`config.mk`:
```
export PLATFORM = sky130hd
export DESIGN_NAME = apb_timer_s
export DESIGN_NICKNAME = d
export VERILOG_FILES = /design/src/rtl/apb_timer_s.sv
export SDC_FILE = /design/constraint.sdc
export NUM_CORES = 1
export LEC_CHECK = 0
export ABC_AREA = 1
export BUFFER_PORTS_ARGS = -buffer_cell sky130_fd_sc_hd__buf_2
export CAP_MARGIN = 30
export CELL_PAD_IN_SITES_DETAIL_PLACEMENT = 2
export CELL_PAD_IN_SITES_GLOBAL_PLACEMENT = 2
export CORE_MARGIN = 2
export CORE_UTILIZATION = 29
export DETAILED_ROUTE_END_ITERATION = 10
export PLACE_DENSITY_LB_ADDON = 0.1
export SETUP_SLACK_MARGIN = 0.5
export SYNTH_ARGS = -nofsm -noshare
export SYNTH_HDL_FRONTEND = slang
export SYNTH_SLANG_ARGS = --single-unit
```
`constraint.sdc`:
```
create_clock -name S_PCLK -period 1.4 [get_ports S_PCLK]
set_input_delay 0.14 -clock S_PCLK [delete_from_list [all_inputs] [get_ports S_PCLK]]
set_output_delay 0.14 -clock S_PCLK [all_outputs]
set_load 0.05 [all_outputs]
```
`src/rtl/apb_timer_s.sv`:
```
// apb_timer_s - APB responder wrapping a 16-bit down-counting timer.
//
// Sits on one select slot of an APB interconnect and decodes only S_PADDR[3:0].
// The counter ticks once every PRESCALE S_PCLK cycles while enabled. It
// optionally auto-reloads from LOAD, and it raises a level interrupt while the
// expiry flag and the interrupt enable are both set.
//
// Ports:
//   S_PCLK     bus clock, all state changes on its rising edge
//   S_PRESET   synchronous active-high reset
//   S_PADDR    address, only [3:0] decoded
//   S_PWRITE   1 = write, 0 = read
//   S_PSELx    slot select
//   S_PENABLE  APB access-phase marker
//   S_PWDATA   write data
//   S_PRDATA   registered read data, 0 outside a read completion
//   S_PREADY   registered transfer completion, one cycle wide
//   IRQ        registered level interrupt (EXP & IE)
//   S_PSLVERR  only with APB_TIMER_PSLVERR_EN: error flag for unmapped offsets
//              and for STAT writes with bit0 = 0
//
// Register map (offset S_PADDR[3:0]):
//   0 CTRL  [0] EN, [1] AUTO, [2] IE
//   1 LOAD  reload value
//   2 VALUE current count, writable
//   3 STAT  [0] EXP, write-1-to-clear
//   4-15    read 0, writes ignored
//
// Optional feature macro: APB_TIMER_PSLVERR_EN
//
// Bus FSM:
//   state | meaning
//   IDLE  | no transfer in progress, waiting for a setup phase
//   WAIT  | access phase with PREADY low, counting down the wait states
//   DONE  | PREADY high for one cycle, write commits at the closing edge
module apb_timer_s #(
    parameter int BUS_WIDTH   = 16,
    parameter int PRESCALE    = 4,
    parameter int WAIT_STATES = 1
) (
    input  logic                 S_PCLK,
    input  logic                 S_PRESET,
    input  logic [BUS_WIDTH-1:0] S_PADDR,
    input  logic                 S_PWRITE,
    input  logic                 S_PSELx,
    input  logic                 S_PENABLE,
    input  logic [BUS_WIDTH-1:0] S_PWDATA,
    output logic [BUS_WIDTH-1:0] S_PRDATA,
    output logic                 S_PREADY,
`ifdef APB_TIMER_PSLVERR_EN
    output logic                 S_PSLVERR,
`endif
    output logic                 IRQ
);

    typedef enum logic [1:0] {ST_IDLE, ST_WAIT, ST_DONE} state_t;

    localparam logic [BUS_WIDTH-1:0] PSC_MAX = BUS_WIDTH'(PRESCALE - 1);

    state_t               r_state;
    state_t               w_next;
    logic [2:0]           r_wcnt;
    logic [2:0]           w_wcnt_next;

    logic                 r_en;
    logic                 r_auto;
    logic                 r_ie;
    logic                 r_exp;
    logic [BUS_WIDTH-1:0] r_load;
    logic [BUS_WIDTH-1:0] r_value;
    logic [BUS_WIDTH-1:0] r_psc;
    logic [BUS_WIDTH-1:0] r_prdata;
    logic                 r_pready;
    logic                 r_irq;
    logic                 r_slverr;

    logic [3:0]           w_off;
    logic                 w_enter_done;
    logic                 w_commit;
    logic                 w_wr_ctrl;
    logic                 w_wr_load;
    logic                 w_wr_value;
    logic                 w_wr_stat;
    logic                 w_tick;
    logic                 w_expire;
    logic                 w_slverr;
    logic [BUS_WIDTH-1:0] w_rdata;
    logic                 w_unused_addr;

    assign w_off         = S_PADDR[3:0];
    assign w_unused_addr = ^S_PADDR[BUS_WIDTH-1:4];

    always_comb begin
        w_next      = r_state;
        w_wcnt_next = r_wcnt;
        case (r_state)
            ST_IDLE: begin
                if (S_PSELx && !S_PENABLE) begin
                    if (WAIT_STATES == 0) begin
                        w_next = ST_DONE;
                    end else begin
                        w_next      = ST_WAIT;
                        w_wcnt_next = 3'(WAIT_STATES);
                    end
                end
            end
            ST_WAIT: begin
                if (!S_PSELx) begin
                    w_next = ST_IDLE;
                end else if (S_PENABLE) begin
                    // The decrement that reaches zero is the one that completes the wait.
                    if (r_wcnt <= 3'd1) begin
                        w_next      = ST_DONE;
                        w_wcnt_next = 3'd0;
                    end else begin
                        w_wcnt_next = r_wcnt - 3'd1;
                    end
                end
            end
            ST_DONE: w_next = ST_IDLE;
            default: w_next = ST_IDLE;
        endcase
    end

    assign w_enter_done = (w_next == ST_DONE) && (r_state != ST_DONE);
    assign w_commit     = (r_state == ST_DONE) && S_PSELx && S_PENABLE && S_PWRITE;
    assign w_wr_ctrl    = w_commit && (w_off == 4'd0);
    assign w_wr_load    = w_commit && (w_off == 4'd1);
    assign w_wr_value   = w_commit && (w_off == 4'd2);
    assign w_wr_stat    = w_commit && (w_off == 4'd3);

    assign w_tick   = r_en && (r_psc == PSC_MAX);
    assign w_expire = w_tick && (r_value == '0);
    assign w_slverr = (w_off >= 4'd4) || (S_PWRITE && (w_off == 4'd3) && !S_PWDATA[0]);

    always_comb begin
        w_rdata = '0;
        case (w_off)
            4'd0:    w_rdata = {{(BUS_WIDTH-3){1'b0}}, r_ie, r_auto, r_en};
            4'd1:    w_rdata = r_load;
            4'd2:    w_rdata = r_value;
            4'd3:    w_rdata = {{(BUS_WIDTH-1){1'b0}}, r_exp};
            default: w_rdata = '0;
        endcase
    end

    always_ff @(posedge S_PCLK) begin
        if (S_PRESET) begin
            r_state  <= ST_IDLE;
            r_wcnt   <= '0;
            r_en     <= 1'b0;
            r_auto   <= 1'b0;
            r_ie     <= 1'b0;
            r_exp    <= 1'b0;
            r_load   <= '0;
            r_value  <= '0;
            r_psc    <= '0;
            r_prdata <= '0;
            r_pready <= 1'b0;
            r_irq    <= 1'b0;
            r_slverr <= 1'b0;
        end else begin
            r_state  <= w_next;
            r_wcnt   <= w_wcnt_next;
            r_pready <= w_enter_done;
            r_prdata <= (w_enter_done && !S_PWRITE) ? w_rdata : '0;
            r_slverr <= w_enter_done && w_slverr;

            // Any CTRL write restarts the prescale period, whatever EN becomes.
            if (w_wr_ctrl) begin
                r_psc <= '0;
            end else if (r_en) begin
                r_psc <= w_tick ? '0 : r_psc + BUS_WIDTH'(1);
            end

            if (w_wr_ctrl) begin
                r_en   <= S_PWDATA[0];
                r_auto <= S_PWDATA[1];
                r_ie   <= S_PWDATA[2];
            end else if (w_expire && !r_auto) begin
                r_en <= 1'b0;
            end

            if (w_wr_load) begin
                r_load <= S_PWDATA;
            end

            // A direct VALUE write takes priority, so the tick in that cycle is lost.
            if (w_wr_value) begin
                r_value <= S_PWDATA;
            end else if (w_tick) begin
                if (r_value != '0) begin
                    r_value <= r_value - BUS_WIDTH'(1);
                end else if (r_auto) begin
                    r_value <= r_load;
                end
            end

            // Expiry beats a simultaneous write-1-to-clear.
            if (w_expire) begin
                r_exp <= 1'b1;
            end else if (w_wr_stat && S_PWDATA[0]) begin
                r_exp <= 1'b0;
            end

            r_irq <= r_exp && r_ie;
        end
    end

    assign S_PRDATA = r_prdata;
    assign S_PREADY = r_pready;
    assign IRQ      = r_irq;
`ifdef APB_TIMER_PSLVERR_EN
    assign S_PSLVERR = r_slverr;
`else
    logic w_unused_slverr;
    assign w_unused_slverr = r_slverr;
`endif

endmodule

```
==> summary.md, run 1 <==
The global router's overall resource usage was 0.305. Number of buffers created by CTS: 9. Setup repair after global routing could not meet its margin everywhere. The total of buffers placed on input and output ports works out to 42. The root buffer cell chosen for the clock tree is clkbuf_16.

The maximum count of clock buffers along a single path was 2. Final cycle utilization of the critical path: 1.32. The logs give 5467 for the total via count after detailed routing and 0.696 for the remaining max-slew budget at the tightest pin. The async set or reset register ratio after synthesis is 0, and the via count of the first global-routing pass is 5733. The logs give 40 for the distinct cell type count after synthesis and 55 for the I/O pin count. Timing would allow up to 539 MHz. The area share of the leading cell type in the synthesized netlist came out at 0.365.

The mapped netlist covers 4110 um2. The tools report the critical path data required time as 1.64 ns. After synthesis the netlist holds a flip-flop and latch count of 75. In the synthesized netlist the dominant register cell turns out to be dfxtp_1.

The warning count from the yosys run was 0. The leakage component of the power was 3.18 nW. At the end of routability-driven placement, the weighted congestion stood at 0.811.

The clock-pin transition on the worst setup and hold timing paths is 0.08 ns, and the horizontal die dimension is 123 um. After synthesis, the most frequently instantiated cells are nand2_1 (125), nor2_1 (98), inv_1 (77), dfxtp_1 (75), a21oi_1 (42). The number of DRC violations after detailed-routing iteration 0 was 340; the sum of negative setup slack was -16.01 ns. After detailed routing, the number of remaining DRC violations is 0.

The first TritonRoute pass finished after 4 iterations. Nature of the critical path endpoint: a flop. The via-per-instance ratio works out to 5.57.

The transition time of the tightest slew-check pin was 0.452 ns. After the last flow step, the layout net total stands at 837. Summed over all instances, the cell type with the most area after synthesis is dfxtp_1.

The antenna cell count is 0. The most common cell in the synthesized netlist is nand2_1. Counting every net in the synthesized netlist gives 649. Max-cap violations in this run came to 0.

The die is 123 um tall. Power comes to 0.00541 W. Data on the critical path arrives at its endpoint at 2.10 ns. The tools report the sum of overflow across all layers after global routing as 0. The logs give 3 for the count of H-tree levels built during CTS and 0 for the number of failing hold endpoints at the final stage. The setup check on the worst reg-to-reg path leaves a slack of -0.45 ns. The cell type of the slowest stage on the worst timing path is dfxtp_2.

Ranked by total cell area, the synthesized netlist is headed by dfxtp_1 (37%), nand2_1 (11%), nor2_1 (8.9%). Counting every instance in the synthesized netlist gives 608. The number of placement rows was 43. The run gives -0.454 ns as the final worst setup slack. The area enclosed by the die boundary came out at 15100 um2.

Across the VDD grid, the largest voltage drop is 0.624 mV. The mean area per synthesized cell was 6.76 um2. The sequential-to-total area share from yosys stat was 0.365; the post-layout minimum cycle time was 1.85 ns.

Setup violations remaining at the end of the flow were counted as 72. The wire length of the first global-routing pass was 33700 um. The area growth from synthesis to layout is 78.0%. The layout cell share with drive strength beyond 1 is 0.551, and the worst setup slack after placement is -0.348 ns.

Counting instances, the worst hold path has a depth of 3. Dividing the detail-routed wire length by the instance count gives 28.9 um. For this design the ratio of total power to cell area is 738 nW/um2. For the starting utilization of the core area, the log shows 0.296. TritonCTS built the clock tree. The total placed cells including tap cells is 910. Counting every sink on the clock net gives 75.

Entering global routing, the biggest net connects 16 pins. The tools report the initial antenna violation count as 0. The source-to-sink clock delay at the later pin of the worst-skew pair was 0.37 ns. For the final database, setup skew stands at 0.0191 ns.

The signal on the critical path passes through inv_4 > ha_4 > inv_6 > nor2_4 > nand2_4 > nor2_4 > nand4_1 > nand3_4 > a21oi_1 > nor2_1 > nor2_1. In this run the worst path has a maximum fanout of 6. The run finished, with violations left. The synthesized design contains 0 enable-type register cells.

For the total length of routed wires, the log shows 28300 um. The run gives 0 as the number of nets with antenna violations after routing. For the worst flop-to-flop path, the logic depth is 11. STA classifies the critical path startpoint as a flop. The classification of the worst setup path is reg -> reg. Detailed placement finished with a half-perimeter wire length of 12600 um. The final reports fail on negative setup slack.

The core region is 13900 um2. The final design utilization is 0.527. The path class of the tightest hold or removal check is in -> reg. Once layout is complete, the cells apart from fillers number 981. The max-slew violation count is 0.

On the worst path, the slowest cell contributes a delay of 0.35 ns.
[state kept, by name (all words and copies together), names as in the netlist]
register / flops
r_wcnt: 3
r_psc: 16
r_load: 16
S_PRDATA: 16
r_exp: 1
IRQ: 1
r_en: 1
S_PREADY: 1
r_state: 2
r_value: 16
r_auto: 1
r_ie: 1
[cell type report]
type / count / area, um2
clock buffers: 10 / 229
clock inverters: 6 / 113
fillers: 1476 / 6560
inverters: 84 / 359
multi-input cells: 440 / 3140
flip-flops and latches: 75 / 1540
well taps: 180 / 225
repair buffers: 183 / 1660
repair inverters: 3 / 45.0
[cell usage in the layout (no fill, tap or decap), types with 4 or more instances in the layout]
cell type / count
inv_2: 15
nand3_2: 9
a21oi_2: 22
nand3_4: 8
a21oi_1: 24
nand2_2: 15
clkbuf_16: 9
nand3_1: 25
buf_12: 5
buf_6: 33
nor3_2: 5
o21ai_0: 12
inv_4: 5
buf_4: 101
nand2_4: 15
buf_8: 19
nand2_1: 98
nand2_8: 6
inv_6: 4
nand4_1: 14
o21ai_2: 16
buf_2: 24
xor2_1: 4
nor2_4: 47
dfxtp_2: 31
o22ai_1: 10
inv_1: 59
o21ai_1: 12
dfxtp_1: 43
nor2_1: 50
nor2_2: 19
[stage by stage]
step                      hold slack (ns)  area [um2]
final                              0.0417        7320
after floorplan                     0.275        4190
after CTS                          0.0418        6710
after detailed placement            0.393        5270
after global routing               0.0384        7320
after global placement              0.389        5270
[where the power goes]
part	internal, W	switching [W]	total, W
combinational	0.000137	0.000235	0.000372
sequential	0.00214	0.00000743	0.00214
clock	0.00175	0.00114	0.00289
total	0.00403	0.00138	0.00541
[final timing paths]
kind / from / end
worst min-delay path: S_PWDATA[9] / r_load[9]
worst min register to register: r_load[11] / r_load[11]
worst max register to register: r_value[0] / r_value[5]
worst max-delay path: r_value[0] / r_value[5]
[repair_timing]
action,4_1_cts,5_1_grt
setup buffers,36,12
gates cloned,7,0
resized for setup,243,127
hold endpoints to repair,0,0
hold buffers,0,0
pin swaps,47,42
setup endpoints to repair,92,92
[kinds of logic (layout without fill, tap and decap cells)]
kind of cell | Yosys count | in the layout | synth area share
AO/OA/AOI/OAI | 110 | 110 | 0.147
buffers and inverters | 96 | 286 | 0.0922
adder cells (fa/ha/maj) | 4 | 4 | 0.0122
flip-flops | 75 | 75 | 0.365
XOR/XNOR | 7 | 7 | 0.0149
AND/OR/NAND/NOR | 316 | 319 | 0.368
[per-layer routing]
metal / GRT usage / share of wire / routed length (um)
met5: 0 / 0 / 0
met4: 0.168 / 0.075 / 2130
met3: 0.0466 / 0.043 / 1210
met2: 0.558 / 0.52 / 14700
met1: 0.337 / 0.36 / 10300
[worst max-delay path, delay by kind of cell (launching register included)]
family	cells	cell delay (ns)
adder cells (fa/ha/maj)	1	0.15
flip-flops	1	0.35
AO/OA/AOI/OAI	1	0.08
buffers and inverters	2	0.13
AND/OR/NAND/NOR	7	1.01
No activity file was read; power rests on OpenSTA's default activity.
==> run 2, diff against run 1 <==
Settings changed: PLACE_DENSITY_LB_ADDON 0.1 to 0.12.
==> summary.md, run 2 (synthesis results as in run 1) <==
The flow ran to the end, but the final reports show violations. The final reports fail on negative setup slack. The transition time of the tightest slew-check pin works out to 0.453 ns (+0.000677 ns).

The final worst setup slack came out at -0.529 ns (-0.0755 ns). Dominant cell type by count on the critical path: nand2_1. Final-layout worst hold slack: 0.0522 ns (+0.0105 ns). Number of nets with antenna violations after routing: 0 (unchanged).

The tools report the number of filler cells placed in the layout as 1491 (+1.0%). TritonCTS built the clock tree. The number of placement rows was 43 (unchanged). The classification of the worst setup path was reg -> reg. The tools report the nature of the critical path startpoint as a flop. The wire length per cell after detailed routing is 29.4 um (+2.0%), and the area overhead of the layout relative to synthesis is 80.3%. The number of sinks handled by clock tree synthesis was 75 (unchanged); the final cycle utilization of the critical path was 1.38 (+0.0539).

Total of buffers placed on input and output ports: 42 (unchanged). The I/O pin count is 55 (unchanged), and the initial antenna violation count is 0 (unchanged). The logs give 0 (unchanged) for the max-slew violation count and 2.20 ns (+0.10 ns) for the arrival time of data at the critical path endpoint. The remaining max-slew budget at the tightest pin is 0.696 (about the same), and the highest achievable clock rate is 518 MHz (-3.9%). Layout cell share with drive strength beyond 1: 0.586 (+0.0358). For the total via count after detailed routing, the log shows 5450 (-0.31%). The total placed cells including tap cells was 912 (+0.22%). For the DRC violation count after routing, the log shows 0 (unchanged).

Area enclosed by the die boundary: 15100 um2 (unchanged). The final number of setup-violating endpoints was 71 (-1.4%); the horizontal die dimension was 123 um (unchanged). The maximum fanout along the worst path works out to 9 (+3). For the starting utilization of the core area, the log shows 0.296 (unchanged).

The clock-pin transition on the worst setup and hold timing paths was 0.08 ns (about the same). The top cell types in the final layout, fill and taps aside, are buf_4 (102), nand2_1 (96), inv_1 (58). The logs give 2 (unchanged) for the maximum count of clock buffers along a single path and 21 (+5) for the pin count of the biggest net entering global routing. The leakage component of the power came out at 3.21 nW (+0.76%). The tools report the post-DP HPWL as 12500 um (-0.83%). The critical path goes through buf_4 > nor2_2 > nand2_1 > nor2_4 > buf_12 > nand3_1 > nand2_1 > nand2_1 > nand2_1 > nand2_2 > a21oi_1. For the critical path data required time, the log shows 1.67 ns (+0.03 ns). The nature of the critical path endpoint was a flop.

The run gives 3 (unchanged) as the count of H-tree levels built during CTS. In this run the clock root is driven by a clkbuf_16. The via count of the first global-routing pass was 5804 (+1.2%); the highest cell delay on the worst timing path was 0.34 ns (about the same). The logs give 288 (-15%) for the number of DRC violations after detailed-routing iteration 0 and 9 (unchanged) for the number of buffers created by CTS. The cell type of the slowest stage on the worst timing path is dfxtp_2.

Via-per-instance ratio: 5.53 (-0.72%). The antenna cell count is 0 (unchanged), and the max-cap check violation count is 0 (unchanged). The logs give 0 (unchanged) for the hold buffer count at cts and 34900 um (+3.4%) for the wire length of the first global-routing pass. Placeable core region: 13900 um2 (unchanged). Global router's overall resource usage: 0.316 (+0.0111). The post-layout minimum cycle time was 1.93 ns (+0.0755 ns); the number of search-and-repair iterations in the first detailed-routing pass was 5 (+1). The total length of routed wires is 29000 um (+2.4%).

The tools report the maximum resistive drop on vdd as 1.03 mV (+65%). The worst hold path belongs to the class in -> reg. The height of the die was 123 um (unchanged); the clock tree skew after final layout was 0.0253 ns (+0.00616 ns).

For the source-to-sink clock delay at the later pin of the worst-skew pair, the log shows 0.38 ns (about the same). The tools report the non-filler instance count after layout as 985 (+0.41%). The power density over the cells works out to 653 nW/um2 (-12%).

The commonest non-fill, non-tap cell in the layout was buf_4. The logs give 0 (unchanged) for the number of failing hold endpoints at the final stage and -0.53 ns (-0.08 ns) for the reg-to-reg setup timing slack. The final layout net count was 843 (+0.72%). Routability-driven placement congestion ratio: 0.836 (+3.0%). For the sum of overflow across all layers after global routing, the log shows 0 (unchanged). Setup repair after global routing could not meet its margin everywhere.
-- run 2: changes by cell type in the layout (fill, tap and decap cells not counted), sizes merged --
cell / previous run / this run
clkinv: 3 / 4
clkbuf: 10 / 12
inv: 86 / 83
buf: 183 / 190
bufinv: 3 / 0
-- run 2: worst max-delay path: cells and delay by family (launching register included) --
kind,cells,cell delay (ns)
DFF,1,0.34
AOI/OAI and AO/OA,1,0.24
and+or+nand+nor,8,0.94
buffers and inverters,2,0.30
-- run 2: layer usage --
metal,track usage,vias to the layer above,part of all wire
li1,-,2353,-
met1,0.333,2779,0.37
met2,0.602,205,0.52
met3,0.0687,113,0.039
met4,0.135,0,0.065
met5,0,-,0
-- run 2: power breakdown --
part	total, W	switching [W]	leakage, nW	internal [W]
clock network	0.00233	0.00105	0.131	0.00128
logic	0.000382	0.000244	2.45	0.000138
registers	0.00213	0.00000759	0.627	0.00213
total	0.00485	0.00130	3.21	0.00354
-- run 2: area by class of cell --
type	count	area, um2	share of cell area
timing repair inverter	2	27.5	0.00371
inverter	84	363	0.0489
clock buffer	12	256	0.0346
tap	180	225	0.0304
sequential	75	1570	0.212
multi-input combinational	440	3180	0.429
timing repair buffer	190	1780	0.240
clock inverter	2	12.5	0.00169
-- run 2: repair_timing --
action,in CTS,in global routing
pin swaps,58,60
hold endpoints to repair,0,0
cloned,5,0
resized for setup,275,130
endpoints found under the setup margin,92,92
setup buffers,27,27
-- run 2: path summary, 6_finish.rpt --
| kind | from | endpoint | depth (start not counted) |
|---|---|---|---|
| setup / recovery | r_value[1] | r_value[9] | 11 |
| hold / removal | S_PWDATA[9] | r_load[9] | 3 |
| setup reg to reg | r_value[1] | r_value[9] | 11 |
| hold reg to reg | r_load[11] | r_load[11] | 2 |
-- run 2: stage by stage --
stage / setup slack (ns) / setup TNS, ns / utilization / total power (W) / area (um2)
floorplan: -0.0790 / -0.198 / - / 0.00230 / 4190
global placement: -0.199 / -5.49 / 0.384 / 0.00241 / 5330
CTS: -0.210 / -3.85 / 0.483 / 0.00474 / 6700
global route: -0.546 / -17.79 / 0.534 / 0.00496 / 7420
detailed placement: -0.361 / -9.26 / 0.384 / 0.00243 / 5330
finish: -0.529 / -14.64 / 0.534 / 0.00485 / 7420
